$ cat src/rtl/req_encoder.sv
// Sequential 32-to-5 request encoder: sticky pending capture, one-index-per-grant encoding, valid/ready offer.
// Define ROUND_ROBIN_EN for rotating priority; the default build uses fixed lowest-index-first priority.
module req_encoder #(
  parameter int N_REQ = 32,
  parameter int IDX_W = 5
) (
  input  logic               clk,
  input  logic               rst_n,
  input  logic [N_REQ-1:0]   req_in,
  input  logic [N_REQ-1:0]   mask,
  input  logic               out_ready,
  output logic               out_valid,
  output logic [IDX_W-1:0]   out_idx,
  output logic [N_REQ-1:0]   pending,
  output logic [IDX_W:0]     pend_cnt
);

  typedef enum logic [1:0] {
    IDLE   = 2'd0,
    SELECT = 2'd1,
    OFFER  = 2'd2
  } state_t;

  function automatic logic [IDX_W-1:0] lowest_idx(input logic [N_REQ-1:0] v);
    logic [IDX_W-1:0] r;
    r = '0;
    for (int i = N_REQ - 1; i >= 0; i--) begin
      if (v[i]) r = IDX_W'(i);
    end
    return r;
  endfunction

  function automatic logic [IDX_W:0] popcount(input logic [N_REQ-1:0] v);
    logic [IDX_W:0] c;
    c = '0;
    for (int i = 0; i < N_REQ; i++) begin
      c = c + (IDX_W+1)'(v[i]);
    end
    return c;
  endfunction

`ifdef ROUND_ROBIN_EN
  // Rotate so rr_ptr lands at bit 0, pick lowest, then undo the rotation (mod 32 wrap).
  function automatic logic [IDX_W-1:0] rr_pick(input logic [N_REQ-1:0] v,
                                               input logic [IDX_W-1:0] ptr);
    logic [2*N_REQ-1:0] dbl;
    dbl = {v, v} >> ptr;
    return lowest_idx(dbl[N_REQ-1:0]) + ptr;
  endfunction
`endif

  state_t             state_q, state_d;
  logic [N_REQ-1:0]   pending_q, pending_d;
  logic [IDX_W:0]     pend_cnt_q, pend_cnt_d;
  logic [IDX_W-1:0]   out_idx_q, out_idx_d;
  logic [N_REQ-1:0]   clr, elig, elig_nxt;
  logic [IDX_W-1:0]   sel_idx;
  logic               handshake;

  assign out_valid = (state_q == OFFER);
  assign out_idx   = out_idx_q;
  assign pending   = pending_q;
  assign pend_cnt  = pend_cnt_q;

  assign handshake = out_valid && out_ready;

  // Clear is applied before the OR so a same-cycle request on the granted bit wins.
  assign clr        = handshake ? ({{(N_REQ-1){1'b0}}, 1'b1} << out_idx_q) : '0;
  assign pending_d  = (pending_q & ~clr) | req_in;
  assign pend_cnt_d = popcount(pending_d);
  assign elig       = pending_q & ~mask;
  assign elig_nxt   = pending_d & ~mask;

`ifdef ROUND_ROBIN_EN
  logic [IDX_W-1:0] rr_ptr_q, rr_ptr_d;

  assign rr_ptr_d = handshake ? (out_idx_q + IDX_W'(1)) : rr_ptr_q;
  assign sel_idx  = rr_pick(elig, rr_ptr_q);

  always_ff @(posedge clk or negedge rst_n) begin
    if (!rst_n) rr_ptr_q <= '0;
    else        rr_ptr_q <= rr_ptr_d;
  end
`else
  assign sel_idx = lowest_idx(elig);
`endif

  always_comb begin
    state_d   = state_q;
    out_idx_d = out_idx_q;
    case (state_q)
      IDLE: begin
        if (|elig) state_d = SELECT;
      end
      SELECT: begin
        // Eligibility can vanish between IDLE and SELECT if mask changes; never encode zero.
        if (|elig) begin
          out_idx_d = sel_idx;
          state_d   = OFFER;
        end else begin
          state_d = IDLE;
        end
      end
      OFFER: begin
        if (handshake) state_d = (|elig_nxt) ? SELECT : IDLE;
      end
      default: state_d = IDLE;
    endcase
  end

  always_ff @(posedge clk or negedge rst_n) begin
    if (!rst_n) begin
      state_q    <= IDLE;
      pending_q  <= '0;
      pend_cnt_q <= '0;
      out_idx_q  <= '0;
    end else begin
      state_q    <= state_d;
      pending_q  <= pending_d;
      pend_cnt_q <= pend_cnt_d;
      out_idx_q  <= out_idx_d;
    end
  end

endmodule

$ cat config.mk
export PLATFORM = sky130hd
export DESIGN_NAME = req_encoder
export DESIGN_NICKNAME = d
export VERILOG_FILES = /design/src/rtl/req_encoder.sv
export SDC_FILE = /design/constraint.sdc
export NUM_CORES = 1
export LEC_CHECK = 0
export ABC_CLOCK_PERIOD_IN_PS = 6100
export CAP_MARGIN = 0
export CORE_MARGIN = 8
export CORE_UTILIZATION = 48
export DETAILED_ROUTE_END_ITERATION = 8
export PLACE_DENSITY = 0.81
export SYNTH_ARGS = -nofsm -noshare
export SYNTH_HDL_FRONTEND = slang
export SYNTH_SLANG_ARGS = --single-unit
$ cat constraint.sdc
create_clock -name clk -period 6.1 [get_ports clk]
set_input_delay 0.61 -clock clk [delete_from_list [all_inputs] [get_ports clk]]
set_output_delay 0.61 -clock clk [all_outputs]
set_load 0.02 [all_outputs]
Yosys cells after proc, flatten, opt, wreduce, memory -nomap -nowiden
Index checks and enable logic that the tools add are counted.

storage, ports and cells
  flip-flop bits (word level) = 45
  input bits = 67
  output and inout bits = 44
  logic and storage cells = 90

operators by class
  $add $sub $neg = 31
  equal/unequal tests = 4
  shift operators = 1
  mux-type cells = 38
  bitwise operators = 6
  reductions and logical operators = 6

operators with widths
  cell                  number
  $mux 5                32
  $add 6x1->6           26
  $and 32x32->32        3
  $not 32->32           2
  $reduce_or 32->1      2
  $mux 32               1
  $or 32x32->32         1
  $shl 1x5->32 const A  1
  $add 5x1->6           1
  $mux 2                3
  $pmux 2 s3            1
  $add 4x1->5           1
  $add 3x1->4           1
  $reduce_and 2->1      2
  $add 2x1->3           1
  $add 1x1->2           1
  $eq 2x1->1 const B    1
  $eq 2x2->1 const B    1
  $logic_not 2->1       1
  $ne 2x1->1 const B    1
  $ne 2x2->1 const B    1
  $logic_and 1x1->1     1
  $mux 1                1

Logic depth before layout (Yosys ltp)
  depth after elaboration = 37
  gate-level depth with buffers = 22
  mapped depth without buffers = 20

Least setup slack after synthesis
Ideal clock, no wire load.

  path kind = input-to-reg
  from = input port out_ready
  to = register pend_cnt_q[4], in the netlist pend_cnt[4]
  setup time = 0.123 ns
  arrival = 5.490 ns
  required time = 5.977 ns
  slack = 0.488 ns
  stages on the path = 20
  path buffers = 2
  cells stage by stage = and4bb_2 -> buf_2 -> buf_2 -> nand3_1 -> a21o_1 -> fa_1 -> fa_1 -> inv_1 -> fa_1 -> fa_1 -> fa_1 -> inv_1 -> fa_1 -> ha_1 -> inv_1 -> fa_1 -> inv_1 -> a21o_1 -> a21oi_1 -> xnor2_1

between the ends
  elaborated cells on any way between the ends = 36
  those cells by class = 31 x add/sub; 1 x mux; 3 x bitwise; 1 x reduce/logical

RTL lines
  item                        line  source
  start: declaration          11    input logic out_ready,
  $logic_and 1x1->1           65    assign handshake = out_valid && out_ready;
  $mux 32                     68    assign clr = handshake ? ({{(N_REQ-1){1'b0}}, 1'b1} << out_idx_q) : '0;
  $not 32->32                 69    assign pending_d = (pending_q & ~clr) | req_in;
  $and 32x32->32              69
  $or 32x32->32               69
  named net pending_d[9]      53    logic [N_REQ-1:0] pending_q, pending_d;
  $add 6x1->6 (23 in series)  37    c = c + (IDX_W+1)'(v[i]);
  named net pend_cnt_d[4]     54    logic [IDX_W:0] pend_cnt_q, pend_cnt_d;
  end signal: assignment      120   pend_cnt_q <= pend_cnt_d;
  end: declaration            54

The timed path passes the listed nets, and every way through them passes these cells.
A chain may end at the register's enable or synchronous reset.

Final worst setup path
  from = register out_idx_q[2], in the netlist out_idx[2]
  to = register pend_cnt_q[4], in the netlist pend_cnt[4]

between the ends
  elaborated cells on any way between the ends = 36
  those cells by class = 31 x add/sub; 1 x shift; 1 x mux; 3 x bitwise

RTL lines
  item                        line  source
  start: declaration          55    logic [IDX_W-1:0] out_idx_q, out_idx_d;
  start signal: assignment    121   out_idx_q <= out_idx_d;
  $shl 1x5->32                68
  $mux 32                     68
  $not 32->32                 69
  $and 32x32->32              69
  $or 32x32->32               69
  named net pending_d[21]     53
  $add 6x1->6 (11 in series)  37
  named net pend_cnt_d[4]     54

The timed path passes the listed nets, and every way through them passes these cells.

==> impl_metrics.json <==
{
  "status": "complete, no violations",
  "yosys.area_share.xor_xnor": 0.00731,
  "die_height_um": 103,
  "port_buffers": 110,
  "root_buffer": "clkbuf_8",
  "ir_drop_uv": 155,
  "rows": 31,
  "nets": 647,
  "yosys_most_used_dff": "dfrtp_1",
  "tritoncts.num_buffers": 5,
  "globalplace.congestion": 0.952,
  "io-pin-count": 111,
  "end_kind": "register",
  "dominant_combinational_cell_family_by_area_after_synthesis": "simple AND/OR/NAND/NOR gates",
  "syn_inst": 417,
  "initial_utilization": 0.495,
  "floorplan.die_area_sq_um": 10500,
  "post_synthesis_compound_gate_area_fraction": 0.182,
  "design_area_final_sq_um": 5090,
  "asyncSetResetFlopFracSynth": 1.00,
  "areaGrowthSynthToFinish_pct": 41.6,
  "multiInputGateArea_sq_um": 2200,
  "timing.hold.worst.class": "input pin to async pin",
  "num-fill-cells": 603,
  "synth_edf_count": 0,
  "tightestPinTransition_ns": 1.11,
  "first_pass_iters": 7,
  "fin_crit_share": 0.927,
  "vias_in_the_first_global_route": 3784,
  "category_of_the_critical_setup_timing_path": "register to register",
  "setup_slack_placement_ns": -0.198,
  "clk_pin_slew_ns": 0.09,
  "yosys_warnings": 0,
  "synth_fa_ha_area_frac": 0.158,
  "placed_cell_count": 640,
  "drc_errors_left": 0,
  "synthDominantCellAreaShare": 0.313,
  "max_clock_freq_ghz": 0.177,
  "library_cell_occupying_the_most_area_in_the_post_synthesis_netlist": "dfrtp_1",
  "final_hold_viol_count": 0,
  "mappedNetlistArea_sq_um": 3590,
  "post_synth.cell_area_avg_sq_um": 8.62,
  "grt_pass1_wl_um": 20600,
  "fp.dieW_um": 103,
  "cts_hold_buffers": 0,
  "cts_buffer_depth": 2,
  "grt_util_all_layers": 0.260,
  "synth.ff_latch_count": 45,
  "power_leakage_nw": 2.16,
  "setup_viol": 0,
  "synth.top_cells.by_area": "dfrtp_1 (31%), fa_1 (13%), inv_1 (6.1%)",
  "stdcell_count": 648,
  "synth_simple_gate_area_share": 0.255,
  "synth_commonest_cells": "inv_1 (58), dfrtp_1 (45), nand2_1 (42), nand2b_1 (29), nor2_1 (28)",
  "worst_clock_skew_on_the_final_layout_ns": 0.00478,
  "final-seq-area_sq_um": 1130,
  "grt_overflow_total": 0,
  "grt_antenna_before_repair": 0,
  "final_critical_path_setup_slack_ns": 0.445,
  "final.setup.tns_ns": 0,
  "cp_max_fo": 8,
  "pwr_density_cell_nw_per_um2": 203,
  "grt_max_degree": 46,
  "netlist-cell-type-count": 48,
  "timing.max_cap.violations": 0,
  "report.final.slew_viol_count": 0,
  "worst-endpoint-required_ns": 6.29,
  "syn-num-nets": 515,
  "cts.sinks": 45,
  "finalPower_mw": 1.03,
  "cp_data_arrival_time_ns": 5.84,
  "detailed_router_s_first_iteration_violation_count": 255,
  "tritoncts": "built",
  "r2r_cells": 20,
  "fin_crit_ns": 5.65,
  "ctsHtreeMaxLevel": 2,
  "synth_sequential_area_ratio": 0.313,
  "final_antenna_net_count": 0,
  "timing.critical_path.from_type": "register",
  "max-slew-margin-rel": 0.262,
  "clk_latency_ns": 0.30,
  "finalWirelength_um": 13200,
  "most_common_cell_in_the_netlist": "inv_1",
  "core_region_area_sq_um": 7250,
  "vias_per_cell": 5.72,
  "share_of_layout_cells_above_drive_strength_1": 0.0856,
  "detailed_place_hpwl_um": 11000,
  "post_synth_mux_area_share": 0.00627,
  "vias": 3705,
  "detail_route.wl_per_cell_um": 20.4,
  "placement.cell_area_sq_um": 4950,
  "antenna_cells": 0,
  "unrepaired_setup_endpoints_after_global_routing": "false"
}
-- logic make-up after synthesis --
group,count (synthesis)
adder cells (fa/ha/maj),31
XOR/XNOR,3
flip-flops,45
AND/OR/NAND/NOR,174
multiplexers,2
buffers and inverters,71
AO/OA/AOI/OAI,91
-- flip-flops by register name (all words and copies together), names as in the netlist --
signal / cells
pending: 32
pend_cnt: 6
state_q: 2
out_idx: 5
-- where the power goes --
part	switching (mW)	total [mW]	internal, mW	leakage [nW]
combinational	0.226	0.435	0.209	1.66
clock	0.109	0.229	0.119	0.0540
sequential	0.0353	0.369	0.333	0.448
-- path summary, 6_finish.rpt --
check                      startpoint           to  slack, ns
max                        out_idx[2]  pend_cnt[4]       0.45
min reg2reg                pending[8]   pending[8]       0.57
max reg2reg                out_idx[2]  pend_cnt[4]       0.45
max in group asynchronous       rst_n  pend_cnt[0]       4.91
min in group clk           pending[8]   pending[8]       0.57
min                             rst_n  pending[20]       0.51
-- cell type report --
class	count	area share
tap	99	0.0243
timing repair buffer	138	0.258
inverter	58	0.0428
clock buffer	5	0.0135
sequential	45	0.221
multi-input combinational	301	0.433
clock inverter	2	0.00688
-- repair_timing --
item | in CTS | in global routing
resized for setup | 0 | 8
endpoints found under the hold margin | 0 | 0
setup buffers | 0 | 1
setup endpoints to repair | 0 | 4
-- stage by stage --
stage	util	hold WS, ns
2_1_floorplan	-	0.314
3_3_place_gp	0.683	0.540
3_5_place_dp	0.683	0.550
4_1_cts	0.697	0.547
5_1_grt	0.702	0.584
6_report	0.702	0.508
-- placed cells by master (no fill, tap or decap), types with 2 or more instances in the layout --
cell type	n
mux2_2	2
a21o_1	15
nor3_1	6
o21ai_0	7
xnor2_1	3
o22ai_1	3
o31ai_1	2
a21oi_2	3
dfrtp_1	45
nand2b_1	29
ha_1	7
nor4_1	6
a311oi_1	8
nor2b_1	15
a2111o_1	2
a31oi_1	6
nand3_1	26
clkdlybuf4s50_1	108
o211ai_1	6
clkbuf_8	5
a21oi_1	15
nand3b_1	3
nand4_1	3
and4b_1	3
o2111ai_1	2
inv_1	58
fa_1	24
and2_1	4
buf_4	27
a41oi_1	5
a211oi_1	2
nand2_1	42
o21bai_1	7
nor2_1	28
-- per-layer routing --
metal  share of wire  wire length, um  GRT usage  vias to the layer above
met3            0.11             1430     0.0763                       24
met4           0.020              265     0.0621                        0
li1                -                -          -                     1692
met2            0.49             6430      0.429                      210
met5               0                0          0                        -
met1            0.39             5100      0.326                     1779
-- worst max-delay path, cell delays in order, from the launching register on --
cell,delay [ns]
dfrtp_1,0.48
nor2b_1,0.41
buf_4,0.25
nand3_1,0.08
nand2_1,0.07
nand2_1,0.12
fa_1,0.51
fa_1,0.49
inv_1,0.05
fa_1,0.49
fa_1,0.54
fa_1,0.49
inv_1,0.05
fa_1,0.48
ha_1,0.17
inv_1,0.06
fa_1,0.43
inv_1,0.06
a21o_1,0.11
a21oi_1,0.07
xnor2_1,0.12
Note: power is estimated with default switching activity, not from simulation.
